[src/rtl/bm_pkg.sv]
// rtl/bm_pkg.sv - shared widths, coefficient type and reference PWL arithmetic for the Box-Muller evaluator
package bm_pkg;

   localparam int DEF_ADDR_W  = 7;
   localparam int DEF_BASE_W  = 20;
   localparam int DEF_SLOPE_W = 13;
   localparam int DEF_FRAC_W  = 8;

   typedef struct packed {
      logic [DEF_BASE_W-1:0]  base;
      logic [DEF_SLOPE_W-1:0] slope;
   } coef_t;

   // y = base + round_half_up(slope*frac / 2^FRAC_W), clamped to the BASE_W range
   function automatic logic [DEF_BASE_W-1:0] pwl_sat(
      input logic [DEF_BASE_W-1:0]  base,
      input logic [DEF_SLOPE_W-1:0] slope,
      input logic [DEF_FRAC_W-1:0]  frac
   );
      logic [DEF_SLOPE_W+DEF_FRAC_W-1:0] prod;
      logic [DEF_SLOPE_W-1:0]            inc;
      logic [DEF_BASE_W:0]               sum;
      prod = {{DEF_FRAC_W{1'b0}}, slope} * {{DEF_SLOPE_W{1'b0}}, frac};
      prod = prod + ((DEF_SLOPE_W+DEF_FRAC_W)'(1) << (DEF_FRAC_W-1));
      inc  = prod[DEF_SLOPE_W+DEF_FRAC_W-1:DEF_FRAC_W];
      sum  = {1'b0, base} + {{(DEF_BASE_W+1-DEF_SLOPE_W){1'b0}}, inc};
      return sum[DEF_BASE_W] ? {DEF_BASE_W{1'b1}} : sum[DEF_BASE_W-1:0];
   endfunction

endpackage

[src/rtl/bm_coef_ram.sv]
// rtl/bm_coef_ram.sv - coefficient table, one write port, registered read with read-before-write
module bm_coef_ram #(
   parameter int ADDR_W = 7,
   parameter int DATA_W = 33
) (
   input  logic              clock,
   input  logic              we,
   input  logic [ADDR_W-1:0] waddr,
   input  logic [DATA_W-1:0] wdata,
   input  logic              re,
   input  logic [ADDR_W-1:0] raddr,
   output logic [DATA_W-1:0] rdata
);

   logic [DATA_W-1:0] mem [2**ADDR_W];

   // Both updates are non-blocking, so a same-address read returns the pre-write entry
   always_ff @(posedge clock) begin
      if (we) mem[waddr] <= wdata;
      if (re) rdata <= mem[raddr];
   end

endmodule

[src/rtl/bm_pwl_eval.sv]
// rtl/bm_pwl_eval.sv - 3-stage piecewise-linear evaluator with loadable {base, slope} table
module bm_pwl_eval
   import bm_pkg::*;
#(
   parameter int ADDR_W  = DEF_ADDR_W,
   parameter int BASE_W  = DEF_BASE_W,
   parameter int SLOPE_W = DEF_SLOPE_W,
   parameter int FRAC_W  = DEF_FRAC_W
) (
   input  logic                      clock,
   input  logic                      rst_n,
   input  logic                      cfg_we,
   input  logic [ADDR_W-1:0]         cfg_addr,
   input  logic [BASE_W+SLOPE_W-1:0] cfg_wdata,
   input  logic                      in_valid,
   output logic                      in_ready,
   input  logic [ADDR_W+FRAC_W-1:0]  in_x,
   output logic                      out_valid,
   input  logic                      out_ready,
   output logic [BASE_W-1:0]         out_y
);

   localparam int DATA_W = BASE_W + SLOPE_W;
   localparam int PROD_W = SLOPE_W + FRAC_W;
   localparam logic [PROD_W-1:0] HALF = PROD_W'(1) << (FRAC_W-1);

   logic              stall;
   logic              s1_valid;
   logic [ADDR_W-1:0] s1_addr;
   logic [FRAC_W-1:0] s1_frac;
   logic              s2_valid;
   logic [FRAC_W-1:0] s2_frac;
   logic [DATA_W-1:0] rd_data;
   logic              rd_en;

   logic [BASE_W-1:0]  base;
   logic [SLOPE_W-1:0] slope;
   logic [PROD_W-1:0]  prod;
   logic [PROD_W-1:0]  rnd;
   logic [SLOPE_W-1:0] inc;
   logic [BASE_W:0]    sum;
   logic [BASE_W-1:0]  y_sat;

   assign stall    = out_valid & ~out_ready;
   assign in_ready = ~stall;
   assign rd_en    = ~stall;

   always_ff @(posedge clock or negedge rst_n) begin
      if (!rst_n) begin
         s1_valid <= 1'b0;
         s1_addr  <= '0;
         s1_frac  <= '0;
         s2_valid <= 1'b0;
         s2_frac  <= '0;
      end else if (!stall) begin
         s1_valid <= in_valid;
         s1_addr  <= in_x[ADDR_W+FRAC_W-1:FRAC_W];
         s1_frac  <= in_x[FRAC_W-1:0];
         s2_valid <= s1_valid;
         s2_frac  <= s1_frac;
      end
   end

   // The RAM output register is the S2 {base, slope} stage; it freezes with the pipeline
   bm_coef_ram #(
      .ADDR_W(ADDR_W),
      .DATA_W(DATA_W)
   ) u_ram (
      .clock(clock),
      .we   (cfg_we),
      .waddr(cfg_addr),
      .wdata(cfg_wdata),
      .re   (rd_en),
      .raddr(s1_addr),
      .rdata(rd_data)
   );

   always_comb begin
      base  = rd_data[DATA_W-1:SLOPE_W];
      slope = rd_data[SLOPE_W-1:0];
      prod  = PROD_W'(slope) * PROD_W'(s2_frac);
      rnd   = prod + HALF;
      inc   = rnd[PROD_W-1:FRAC_W];
      sum   = (BASE_W+1)'(base) + (BASE_W+1)'(inc);
      y_sat = sum[BASE_W] ? {BASE_W{1'b1}} : sum[BASE_W-1:0];
   end

   // out_y only loads on real samples so bubbles never expose unwritten table entries
   always_ff @(posedge clock or negedge rst_n) begin
      if (!rst_n) begin
         out_valid <= 1'b0;
         out_y     <= '0;
      end else if (!stall) begin
         out_valid <= s2_valid;
         if (s2_valid) out_y <= y_sat;
      end
   end

endmodule

[config.mk]
export PLATFORM = sky130hd
export DESIGN_NAME = bm_pwl_eval
export DESIGN_NICKNAME = d
export VERILOG_FILES = /design/src/rtl/bm_pkg.sv /design/src/rtl/bm_coef_ram.sv /design/src/rtl/bm_pwl_eval.sv
export SDC_FILE = /design/constraint.sdc
export NUM_CORES = 2
export LEC_CHECK = 0
export ABC_AREA = 1
export BUFFER_PORTS_ARGS = -buffer_cell sky130_fd_sc_hd__buf_2
export CAP_MARGIN = 20
export CELL_PAD_IN_SITES_DETAIL_PLACEMENT = 0
export CELL_PAD_IN_SITES_GLOBAL_PLACEMENT = 1
export CORE_ASPECT_RATIO = 0.7
export CORE_MARGIN = 4
export CORE_UTILIZATION = 39
export CTS_CLUSTER_SIZE = 14
export DETAILED_ROUTE_END_ITERATION = 16
export PLACE_DENSITY_LB_ADDON = 0.25
export SKIP_LAST_GASP = 1
export SLEW_MARGIN = 20
export SYNTH_ARGS = -nofsm -noshare
export SYNTH_HDL_FRONTEND = slang
export SYNTH_MEMORY_MAX_BITS = 65536
export SYNTH_SLANG_ARGS = --single-unit
[constraint.sdc]
create_clock -name clock -period 7.8 [get_ports clock]
set_input_delay 0.78 -clock clock [delete_from_list [all_inputs] [get_ports clock]]
set_output_delay 0.78 -clock clock [all_outputs]
set_load 0.01 [all_outputs]
==> results summary <==
The sequential cell area fraction in the yosys report came out at 0.731. The total congestion overflow after global routing is 0. The critical path arrival came out at 7.53 ns. In the post-synthesis netlist, the cell with the most instances is sky130_fd_sc_hd__nand2_1.

The length of the first detailed-routing pass in iterations is 6. Clock skew on the completed layout was measured at 0.0841 ns. The fraction of layout instances using a drive strength above 1 came out at 0.0753. The flow ran to the end, and the final reports show no timing, DRC or antenna violations.

The cell sitting at the root of the clock tree is a sky130_fd_sc_hd__clkbuf_16. The mean instance size in the synthesized netlist came out at 12.0 sq um. The kind of cell with the highest combined delay along the critical path is adder cells.

The routed layout has 115000 vias. The number of failing setup endpoints in the final timing report is 0. The layout overhead on the synthesized area came out at 11.6%. The biggest area contributor in the post-synthesis netlist is sky130_fd_sc_hd__edfxtp_1.

The per-cell via count in the routed design came out at 5.50. Of all flip-flops after synthesis, the portion carrying an async set or reset was 0.0107. The post-route setup TNS came out at 0 ns. The die is 571 um tall. The die is 812 um wide.

The initial cell density of the core came out at 0.392. The clock period minus worst slack is 6.58 ns. The post-synthesis instance area came out at 176000 sq um. The net count reported at finish came out at 14700.

Setup repair after global routing left no endpoint under its margin. The power density over cell area is 351 nW/um^2. The number of nets in the synthesized netlist is 14800. The area taken by flip-flops and latches is 129000 sq um. The overall global routing resource usage is 0.246.

The post-CTS clock slew at the launch and capture registers of the worst setup and hold paths is 0.06 ns. The initial antenna violation count is 39. The count of unresolved DRC violations after routing came out at 0. The number of rows in the core area is 206.

The total number of H-tree levels is 5. In this run the tightest slew margin relative to its limit is 0.240. Of the post-synthesis cell area, the dominant cell type holds 0.725. During placement, the flow inserted port buffers numbering 81. The startpoint of the worst hold path is in_x[13]. In this design, the critical path's most frequently occurring cell is sky130_fd_sc_hd__nand2_1. The number of filler instances in the final layout came out at 41600. The number of ports placed on the die boundary is 82. For this run, the slowest stage of the critical path takes 0.74 ns. The sum of routed wire length over all layers came out at 585000 um. The critical path's slowest cell is sky130_fd_sc_hd__dfrtp_1. The total count of hold-check failures in the final report is 0. Yosys printed 0 warnings. The pin count of the biggest net entering global routing is 162.

The global placement routability congestion came out at 0.844. The worst setup path startpoint is s2_frac[3]. The instance area after placement came out at 184000 sq um. The critical path data required time came out at 8.76 ns. The number of antenna-violating nets in the routed design came out at 0.

For flop-to-flop paths, the worst setup slack is 1.22 ns. Together, buffers and inverters on the worst path number 5. The post-route fraction of the period consumed by the critical path came out at 0.843. The worst supply voltage drop on vdd came out at 0.888 mV. Counting distinct cell types in the post-synthesis netlist gives 36. In this run, synthesis inferred 4257 flip-flops with an integrated enable.

The beginning of the worst register-to-register path is s2_frac[3]. The number of pins with negative max-slew slack in the final report is 0. Summing all multi-input logic gate instances after layout gives 42500 sq um. The average wire per cell in the routed design is 28.0 um.

The worst setup path is launched from a flop. By area the synthesized netlist is led by sky130_fd_sc_hd__edfxtp_1 (72%), sky130_fd_sc_hd__nand3_1 (12%), sky130_fd_sc_hd__nand2_1 (9.7%). The transition at the pin with the smallest max-transition slack came out at 1.14 ns. The initial DRC count is 14600. The source-to-sink clock delay at the later pin of the worst-skew pair came out at 1.04 ns. The area of the placeable core came out at 450000 sq um.

The tightest min-delay check is of the primary input to flop type. By count the netlist is led by sky130_fd_sc_hd__nand2_1 (4538), sky130_fd_sc_hd__edfxtp_1 (4257), sky130_fd_sc_hd__nand3_1 (4191). The worst-case clock buffer depth is 4. The first global-routing pass estimated 826000 um of wire. The number of buffers created by CTS is 421. Among all flip-flop cells after synthesis, the most frequent one is sky130_fd_sc_hd__edfxtp_1. The reported max-cap violation count came out at 0.

The worst setup path is captured at a flop. The total number of clock tree sinks came out at 4303. Synthesis inferred 4303 register bits. The number of global-route vias before repair came out at 106000. The finished cells cover 197000 sq um. The overall power after layout came out at 69000 uW. TritonCTS built the clock tree. The maximum achievable frequency came out at 152 MHz. In this run the static leakage power is 0.0689 uW. The total die area came out at 463000 sq um. The critical path is of the flop to flop type. Counting every instance in the synthesized netlist gives 14700. Along the worst path, the maximum fanout reaches 14. The final HPWL from detailed placement is 321000 um.
## cell families (layout without fill, tap and decap cells)
group                    after synthesis  after routing  share of synthesized area
AND/OR/NAND/NOR                     8927           8927                      0.220
flip-flops                          4303           4303                      0.731
buffers and inverters               1201           1427                     0.0335
adder cells (fa/ha/maj)              129            129                     0.0120
AO/OA/AOI/OAI                         73             73                    0.00232
XOR/XNOR                              19             19                   0.000944
other                                  0             16                          0
## power by group
part	internal [uW]	leakage [uW]	switching (uW)
logic	6730	0.0237	16200
registers	25800	0.0388	451
clock network	10800	0.00640	9100
## metal layers
| metal | vias to the layer above | share of wire | track usage |
|---|---|---|---|
| met2 | 4787 | 0.42 | 0.350 |
| li1 | 51800 | - | - |
| met5 | - | 0.000058 | 0 |
| met3 | 719 | 0.095 | 0.0522 |
| met1 | 57800 | 0.46 | 0.383 |
| met4 | 6 | 0.026 | 0.0616 |
## tightest hold or removal path: stages
cell and delay [ns]:
sky130_fd_sc_hd__buf_2 0.14, sky130_fd_sc_hd__nand2_1 0.07, sky130_fd_sc_hd__o21ai_0 0.07
## layout make-up
class / count / share of cell area
Sequential cell: 4303 / 0.656
Multi-Input combinational cell: 9148 / 0.216
Clock buffer: 520 / 0.0558
Tap cell: 6032 / 0.0383
Timing Repair Buffer: 420 / 0.0190
Clock inverter: 250 / 0.0106
Inverter: 237 / 0.00474
Antenna cell: 16 / 0.000203
## metrics by stage
| stage | util | std cells | hold slack (ns) | worst slack [ns] |
|---|---|---|---|---|
| global route | 0.437 | 20900 | 0.0225 | 0.647 |
| global placement | 0.408 | 20100 | 0.469 | 1.21 |
| detailed placement | 0.408 | 20100 | 0.472 | 1.29 |
| CTS | 0.437 | 20900 | 0.00256 | 1.22 |
| floorplan | - | 14700 | 0.432 | 2.64 |
| finish | 0.437 | 20900 | 0.0733 | 1.22 |
## flip-flops by register name, summed over array words and instances (netlist names)
name and cells:
s1_addr 7, s1_frac 8, u_ram.mem 4224, u_ram.rdata 33, s2_frac 8, out_y 20, s1_valid 1, out_valid 1
s2_valid 1
## cell usage in the layout, fill, tap and decap left out, types with 27 or more instances in the layout
master                      Yosys  final
sky130_fd_sc_hd__nand2_1     4538   4530
sky130_fd_sc_hd__edfxtp_1    4257   4257
sky130_fd_sc_hd__nand3_1     4191   4191
sky130_fd_sc_hd__clkbuf_16      0    423
sky130_fd_sc_hd__buf_4        177    284
sky130_fd_sc_hd__inv_1        230    228
sky130_fd_sc_hd__nor2_4         0    126
sky130_fd_sc_hd__clkinv_1       3    114
sky130_fd_sc_hd__clkbuf_1     179     94
sky130_fd_sc_hd__clkinv_2       0     84
sky130_fd_sc_hd__fa_1          66     66
sky130_fd_sc_hd__ha_1          63     63
sky130_fd_sc_hd__nor2_1       175     49
sky130_fd_sc_hd__buf_2        505     48
sky130_fd_sc_hd__buf_12         1     46
sky130_fd_sc_hd__dfrtp_1       46     40
sky130_fd_sc_hd__a21oi_1       33     33
sky130_fd_sc_hd__buf_6         11     27
## path summary, 6_finish.rpt
path                       cells after the start          to
min                                            3  s1_addr[5]
max                                           29   out_y[18]
min in group asynchronous                      3    out_y[0]
max in group asynchronous                      3  s1_addr[3]
min reg2reg                                    2  s1_frac[4]
max reg2reg                                   29   out_y[18]
## timing repair
item / CTS / global route
gates resized for setup: 0 / 0
endpoints found under the hold margin: 60 / 0
setup buffers: 0 / 0
hold buffers: 15 / 0
Power figures use the tool's default switching activity.
